## config.mk

```make
export PLATFORM = sky130hd
export DESIGN_NAME = spi_slave_sram_bridge
export DESIGN_NICKNAME = d
export VERILOG_FILES = /design/src/rtl/spi_slave_sram_bridge.sv
export SDC_FILE = /design/constraint.sdc
export NUM_CORES = 1
export LEC_CHECK = 0
export BUFFER_PORTS_ARGS = -buffer_cell sky130_fd_sc_hd__buf_2
export CAP_MARGIN = 10
export CORE_MARGIN = 2
export CORE_UTILIZATION = 50
export CTS_BUF_LIST = sky130_fd_sc_hd__clkbuf_16
export CTS_CLUSTER_DIAMETER = 150
export DETAILED_ROUTE_END_ITERATION = 10
export GPL_TIMING_DRIVEN = 0
export HOLD_SLACK_MARGIN = 0.15
export PLACE_DENSITY_LB_ADDON = 0.05
export SYNTH_ARGS = -nofsm -noshare
export SYNTH_HDL_FRONTEND = slang
export SYNTH_SLANG_ARGS = --single-unit
```

## constraint.sdc

```tcl
create_clock -name clk -period 2.4 [get_ports clk]
set_clock_uncertainty 0.1 [all_clocks]
set_input_delay 0.12 -clock clk [delete_from_list [all_inputs] [get_ports clk]]
set_output_delay 0.12 -clock clk [all_outputs]
set_load 0.03 [all_outputs]
```

## src/rtl/spi_slave_sram_bridge.sv

```systemverilog
// ---------------------------------------------------------------------------
// spi_slave_sram_bridge
//
// Glue between a byte-oriented SPI slave and a word-oriented SRAM controller.
//
// Write direction: received bytes are packed big-endian into 16-bit words and
// queued. A request FSM hands the queue head to the controller with a level
// request (sram_write) and holds it until the controller pulses sram_hint.
//
// Read direction: when the transmit byte buffer is empty and the controller
// has data (fifo_o_empty low), the FSM raises sram_read. On completion the
// 16-bit word is buffered and handed back to the SPI slave one byte per
// tx_req, high byte first.
//
// Ports:
//   clk, rst           single clock, synchronous active-high reset
//   rx_byte, rx_valid  byte stream from the SPI slave
//   rx_flush           pad a pending odd byte with 8'h00 and queue it
//   tx_req             SPI slave wants its next byte
//   tx_byte, tx_valid  byte answer, one cycle after tx_req
//   sram_write/read    level requests to the controller
//   sram_wdata         word being written
//   sram_rdata         word returned by a read
//   sram_hint          one-cycle completion pulse from the controller
//   fifo_i_full        controller cannot accept writes
//   fifo_o_empty       controller has nothing to read
//   clr_err            clears the sticky error flags
//   err_overflow       a packed word was dropped because the queue was full
//   err_underrun       tx_req arrived with nothing buffered
//   err_timeout        a request was abandoned after HINT_TIMEOUT cycles
// ---------------------------------------------------------------------------
module spi_slave_sram_bridge #(
  parameter int WQ_DEPTH     = 4,
  parameter int HINT_TIMEOUT = 64
) (
  input  logic        clk,
  input  logic        rst,
  input  logic [7:0]  rx_byte,
  input  logic        rx_valid,
  input  logic        rx_flush,
  input  logic        tx_req,
  output logic [7:0]  tx_byte,
  output logic        tx_valid,
  output logic        sram_write,
  output logic        sram_read,
  output logic [15:0] sram_wdata,
  input  logic [15:0] sram_rdata,
  input  logic        sram_hint,
  input  logic        fifo_i_full,
  input  logic        fifo_o_empty,
  input  logic        clr_err,
  output logic        err_overflow,
  output logic        err_underrun,
  output logic        err_timeout
);

  localparam int PTR_W = (WQ_DEPTH > 1) ? $clog2(WQ_DEPTH) : 1;
  localparam int CNT_W = $clog2(WQ_DEPTH + 1);
  localparam int TMO_W = (HINT_TIMEOUT > 1) ? $clog2(HINT_TIMEOUT) : 1;

  typedef enum logic [1:0] {
    IDLE,
    WR_WAIT,
    RD_WAIT,
    ABORT
  } state_t;

  state_t state;

  // Byte packer state: holds the first byte of a word until its partner
  logic        pend_valid;
  logic [7:0]  pend_byte;
  logic        push;
  logic [15:0] push_word;

  // Write-word queue
  logic [15:0]      wq_mem [WQ_DEPTH];
  logic [PTR_W-1:0] wq_wr_ptr;
  logic [PTR_W-1:0] wq_rd_ptr;
  logic [CNT_W-1:0] wq_count;
  logic             wq_full;
  logic             wq_empty;
  logic             push_ok;
  logic             pop;
  logic [15:0]      wq_head;

  // Transmit byte buffer: number of bytes still to hand out (0..2)
  logic [15:0] buf_word;
  logic [1:0]  buf_cnt;

  // Request FSM bookkeeping
  logic             prefer_wr;
  logic [TMO_W-1:0] tmo_cnt;
  logic             in_wait;
  logic             wr_done;
  logic             rd_done;
  logic             tmo_hit;
  logic             wr_elig;
  logic             rd_elig;

  // Error events for the sticky flags
  logic overflow_evt;
  logic underrun_evt;
  logic timeout_evt;

  function automatic logic [PTR_W-1:0] ptr_inc(input logic [PTR_W-1:0] p);
    if (p == PTR_W'(WQ_DEPTH - 1)) begin
      return '0;
    end
    return p + PTR_W'(1);
  endfunction

  // Packing decision. A byte completing a word always wins; a flush that
  // arrives with the first byte of a word pads that byte immediately, and a
  // flush on its own only acts when an odd byte is waiting.
  always_comb begin
    push      = 1'b0;
    push_word = 16'h0000;
    if (rx_valid && pend_valid) begin
      push      = 1'b1;
      push_word = {pend_byte, rx_byte};
    end else if (rx_valid && rx_flush) begin
      push      = 1'b1;
      push_word = {rx_byte, 8'h00};
    end else if (!rx_valid && rx_flush && pend_valid) begin
      push      = 1'b1;
      push_word = {pend_byte, 8'h00};
    end
  end

  // Pending odd byte register; cleared whenever a word leaves the packer
  always_ff @(posedge clk) begin
    if (rst) begin
      pend_valid <= 1'b0;
      pend_byte  <= 8'h00;
    end else if (rx_valid) begin
      if (pend_valid || rx_flush) begin
        pend_valid <= 1'b0;
      end else begin
        pend_valid <= 1'b1;
        pend_byte  <= rx_byte;
      end
    end else if (rx_flush) begin
      pend_valid <= 1'b0;
    end
  end

  // Queue status. A pop in the same cycle frees the slot, so a push onto a
  // full queue is only dropped when nothing leaves.
  assign wq_full      = (wq_count == CNT_W'(WQ_DEPTH));
  assign wq_empty     = (wq_count == '0);
  assign wq_head      = wq_mem[wq_rd_ptr];
  assign pop          = wr_done;
  assign push_ok      = push && (!wq_full || pop);
  assign overflow_evt = push && wq_full && !pop;

  // Queue storage carries no reset; validity is tracked by wq_count
  always_ff @(posedge clk) begin
    if (push_ok) begin
      wq_mem[wq_wr_ptr] <= push_word;
    end
  end

  // Queue pointers and occupancy
  always_ff @(posedge clk) begin
    if (rst) begin
      wq_wr_ptr <= '0;
      wq_rd_ptr <= '0;
      wq_count  <= '0;
    end else begin
      if (push_ok) begin
        wq_wr_ptr <= ptr_inc(wq_wr_ptr);
      end
      if (pop) begin
        wq_rd_ptr <= ptr_inc(wq_rd_ptr);
      end
      case ({push_ok, pop})
        2'b10:   wq_count <= wq_count + CNT_W'(1);
        2'b01:   wq_count <= wq_count - CNT_W'(1);
        default: wq_count <= wq_count;
      endcase
    end
  end

  // Completion and timeout are only meaningful while a request is out;
  // a hint seen in IDLE or ABORT falls through these terms unused.
  assign in_wait     = (state == WR_WAIT) || (state == RD_WAIT);
  assign wr_done     = (state == WR_WAIT) && sram_hint;
  assign rd_done     = (state == RD_WAIT) && sram_hint;
  assign tmo_hit     = (tmo_cnt == TMO_W'(HINT_TIMEOUT - 1));
  assign timeout_evt = in_wait && !sram_hint && tmo_hit;

  // Reads are only started into an empty byte buffer so a loaded word is
  // never overwritten before the SPI side has drained it.
  assign wr_elig = !wq_empty && !fifo_i_full;
  assign rd_elig = (buf_cnt == 2'd0) && !fifo_o_empty;

  // Request FSM. Requests and write data are registered here and held
  // untouched for the whole wait. Every grant points the arbiter at the
  // other kind, so contending writes and reads alternate.
  always_ff @(posedge clk) begin
    if (rst) begin
      state      <= IDLE;
      sram_write <= 1'b0;
      sram_read  <= 1'b0;
      sram_wdata <= 16'h0000;
      prefer_wr  <= 1'b1;
      tmo_cnt    <= '0;
    end else begin
      case (state)
        IDLE: begin
          tmo_cnt <= '0;
          if (wr_elig && (!rd_elig || prefer_wr)) begin
            state      <= WR_WAIT;
            sram_write <= 1'b1;
            sram_wdata <= wq_head;
            prefer_wr  <= 1'b0;
          end else if (rd_elig) begin
            state     <= RD_WAIT;
            sram_read <= 1'b1;
            prefer_wr <= 1'b1;
          end
        end
        WR_WAIT, RD_WAIT: begin
          if (sram_hint) begin
            state      <= IDLE;
            sram_write <= 1'b0;
            sram_read  <= 1'b0;
            tmo_cnt    <= '0;
          end else if (tmo_hit) begin
            state      <= ABORT;
            sram_write <= 1'b0;
            sram_read  <= 1'b0;
            tmo_cnt    <= '0;
          end else begin
            tmo_cnt <= tmo_cnt + TMO_W'(1);
          end
        end
        ABORT: begin
          state <= IDLE;
        end
        default: begin
          state      <= IDLE;
          sram_write <= 1'b0;
          sram_read  <= 1'b0;
        end
      endcase
    end
  end

  // Transmit side. A read completing in the same cycle as tx_req answers
  // straight from the incoming word, leaving only its low byte buffered.
  assign underrun_evt = tx_req && !rd_done && (buf_cnt == 2'd0);

  always_ff @(posedge clk) begin
    if (rst) begin
      buf_word <= 16'h0000;
      buf_cnt  <= 2'd0;
      tx_byte  <= 8'h00;
      tx_valid <= 1'b0;
    end else begin
      tx_valid <= tx_req;
      if (rd_done) begin
        buf_word <= sram_rdata;
        if (tx_req) begin
          tx_byte <= sram_rdata[15:8];
          buf_cnt <= 2'd1;
        end else begin
          buf_cnt <= 2'd2;
        end
      end else if (tx_req) begin
        case (buf_cnt)
          2'd2: begin
            tx_byte <= buf_word[15:8];
            buf_cnt <= 2'd1;
          end
          2'd1: begin
            tx_byte <= buf_word[7:0];
            buf_cnt <= 2'd0;
          end
          default: begin
            tx_byte <= 8'h00;
          end
        endcase
      end
    end
  end

  // Sticky error flags: a new event in the clearing cycle keeps the flag set
  always_ff @(posedge clk) begin
    if (rst) begin
      err_overflow <= 1'b0;
      err_underrun <= 1'b0;
      err_timeout  <= 1'b0;
    end else begin
      err_overflow <= (err_overflow && !clr_err) || overflow_evt;
      err_underrun <= (err_underrun && !clr_err) || underrun_evt;
      err_timeout  <= (err_timeout  && !clr_err) || timeout_evt;
    end
  end

endmodule

```

==> impl_metrics.env <==
export IMPL_fp_row_count=39
export IMPL_htree_levels=4
export IMPL_yosys_warnings=0
export IMPL_grt_pass1_wl_um=19900
export IMPL_clk_path_buf_depth=2
export IMPL_min_from="fifo_o_empty"
export IMPL_num_antenna_cells=0
export IMPL_min_period_ps=2220
export IMPL_wire_per_inst_um=17.3
export IMPL_vias=3953
export IMPL_syn_avg_cell_area_um2=12.4
export IMPL_cp_slowest_cell="fa_1"
export IMPL_finalHoldViolCount=0
export IMPL_place_ws_ps=-62.5
export IMPL_max_vdd_ir_drop_v=0.000585
export IMPL_die_h_um=111
export IMPL_crit_fanout=6
export IMPL_drt_pass1_iter_count=4
export IMPL_drive_gt1_frac=0.222
export IMPL_syn_num_nets=508
export IMPL_path_cells="inv_1 > ha_1 > nand2_1 > nor2_4 > inv_2 > fa_1 > a211oi_1 > a22o_1 > a211oi_1"
export IMPL_slew_violations=0
export IMPL_comb_power_share=0.216
export IMPL_p_leak_uw=0.00270
export IMPL_maxCapViolations=0
export IMPL_syn_inst=460
export IMPL_clk_pin_slew_ps=60
export IMPL_antenna_found_initial=0
export IMPL_yosysSeqAreaShare=0.592
export IMPL_synth_flop_cell="dfxtp_1"
export IMPL_gr_total_overflow=0
export IMPL_core_mm2=0.0113
export IMPL_cts_root_buffer="clkbuf_16"
export IMPL_p_seq_frac=0.406
export IMPL_finalSetupViolations=0
export IMPL_grt_start_max_net_pins=17
export IMPL_dieArea_mm2=0.0123
export IMPL_cp_slowest_stage_delay_ps=430
export IMPL_power_uw=6830
export IMPL_crit_start="state[1]"
export IMPL_path_buf_inv=2
export IMPL_ys_ff_latch=137
export IMPL_switching_share=0.285
export IMPL_dpl_instance_area_mm2=0.00621
export IMPL_fin_crit_sh=0.923
export IMPL_io_pin_count=63
export IMPL_portBuffers=62
export IMPL_crit_top_cell="a211oi_1"
export IMPL_outcome="finished, final reports clean"
export IMPL_min_path_type="in -> reg"
export IMPL_cts_buffers=17
export IMPL_drcViolationCount=0
export IMPL_clkLatencyLatePin_ps=410
export IMPL_async_flop_share=0
export IMPL_netlist_area_mm2=0.00572
export IMPL_clkSinkCount=137
export IMPL_cts_tree="done"
export IMPL_nNetsFinal=620
export IMPL_gp_congestion=0.788
export IMPL_ys_types=52
export IMPL_net_switching_power_uw=1950
export IMPL_crit_required_ps=2570
export IMPL_area_growth_pct=24.3
export IMPL_p_per_area_mw_per_mm2=961
export IMPL_intPower_uw=4880
export IMPL_holdWs_ps=184
export IMPL_setup_ws_ps=184
export IMPL_first_iter_violations=214
export IMPL_endpoint_kind="register"
export IMPL_critPathTopFamily="adder cells"
export IMPL_finalInstanceArea_mm2=0.00711
export IMPL_drt_total_wl_um=12600
export IMPL_vias_per_cell=5.43
export IMPL_ant_nets=0
export IMPL_place_hpwl_um=8150
export IMPL_rsz0062_at_grt="no"
export IMPL_tightestPinTransition_ps=748
export IMPL_grt_pass1_vias=3918
export IMPL_synth_edf_count=64
export IMPL_worstPathArrival_ps=2380
export IMPL_worstSetupStartpointType="register"
export IMPL_p_clk_frac=0.378
export IMPL_max_slew_margin_rel=0.501
export IMPL_reg2reg_from="state[1]"
export IMPL_globalRouteTotalUtil=0.211
export IMPL_initial_core_util=0.507
export IMPL_fmaxAchievable_ghz=0.451
export IMPL_crit_type="reg -> reg"
export IMPL_dieWidth_um=111
-- per-stage QoR --
stage,cells,util,setup TNS (ps)
finish,728,0.630,0
global route,728,0.630,0
CTS,728,0.630,0
detailed placement,665,0.551,-1330
global placement,665,0.551,-630
floorplan,460,-,0
-- state kept, by name, indices dropped and copies added (netlist names), 2 cells and up --
signal and flops:
wq_count 3, wq_wr_ptr 2, buf_word 16, tmo_cnt 6
buf_cnt 2, pend_byte 8, wq_rd_ptr 2, wq_mem 64
sram_wdata 16, tx_byte 8, state 2
-- worst paths after layout --
kind	endpoint	slack, ps	depth (start not counted)
max	wq_count[2]	180	9
min	prefer_wr	180	3
max reg2reg	wq_count[2]	180	9
min reg2reg	buf_word[13]	360	2
-- cell usage after synthesis, drive strengths merged (4+ instances only) --
cell type / count / share of area
nand2b: 4 / 0.0057
a21oi: 27 / 0.025
nor2: 54 / 0.037
a22o: 17 / 0.026
nand2: 42 / 0.028
a311oi: 11 / 0.017
nand3: 9 / 0.0079
buf: 14 / 0.018
and2: 6 / 0.0066
inv: 12 / 0.0079
edfxtp: 64 / 0.34
nor3: 7 / 0.0081
and3: 9 / 0.0098
o21ai: 4 / 0.0035
mux4: 16 / 0.063
dfxtp: 73 / 0.26
mux2i: 27 / 0.047
ha: 14 / 0.031
clkbuf: 13 / 0.0085
-- cells by family after synthesis --
group	after synthesis	share of synthesized area
and+or+nand+nor	142	0.121
DFF	137	0.592
AOI/OAI and AO/OA	79	0.0998
muxes	46	0.116
buffers and inverters	39	0.0341
adders and majority gates	16	0.0361
xor gates and xnor gates	1	0.00153
-- metal layers --
layer	share of wire	vias to the layer above	global-route usage
met4	0.015	0	0.0867
li1	-	1922	-
met1	0.45	1921	0.273
met5	0	-	0
met3	0.041	18	0.0416
met2	0.50	92	0.351
-- final cells by class --
type | instances | area [µm²]
fillers | 875 | 4170
flip-flops and latches | 137 | 3380
multi-input cells | 284 | 2150
repair buffers | 93 | 621
clock buffers | 17 | 425
well taps | 143 | 179
clock inverters | 15 | 158
plain buffers | 27 | 150
inverters | 12 | 45.0
-- power by group through the flow --
stage / clock (µW) / sequential (µW) / combinational, µW
3_3_place_gp: 0 / 2820 / 1410
2_1_floorplan: 0 / 2930 / 959
3_5_place_dp: 0 / 2830 / 1440
5_1_grt: 2710 / 2800 / 1620
4_1_cts: 2620 / 2780 / 1480
6_report: 2580 / 2780 / 1480
-- timing repair --
| action | CTS | global route |
|---|---|---|
| gates resized for setup | 4 | 0 |
| hold endpoints to repair | 108 | 0 |
| buffers inserted | 0 | 0 |
| hold buffers | 31 | 0 |
| endpoints found under the setup margin | 64 | 0 |
-- cell usage in the layout, fill, tap and decap left out, drive strengths merged, types with 16 or more instances in the layout --
master       count
buf             76
a21oi           27
nor2            54
mux4            16
clkbuf          30
nand2           42
mux2i           27
dlygate4sd3     31
edfxtp          64
dfxtp           73
a22o            17
-- worst register-to-register path, cell delays in order, from the launching register on --
cell and delay (ps):
dfxtp_1 340, inv_1 100, ha_1 170, nand2_1 200, nor2_4 210, inv_2 50
fa_1 430, a211oi_1 250, a22o_1 160, a211oi_1 60
No activity file was read; power rests on OpenSTA's default activity.
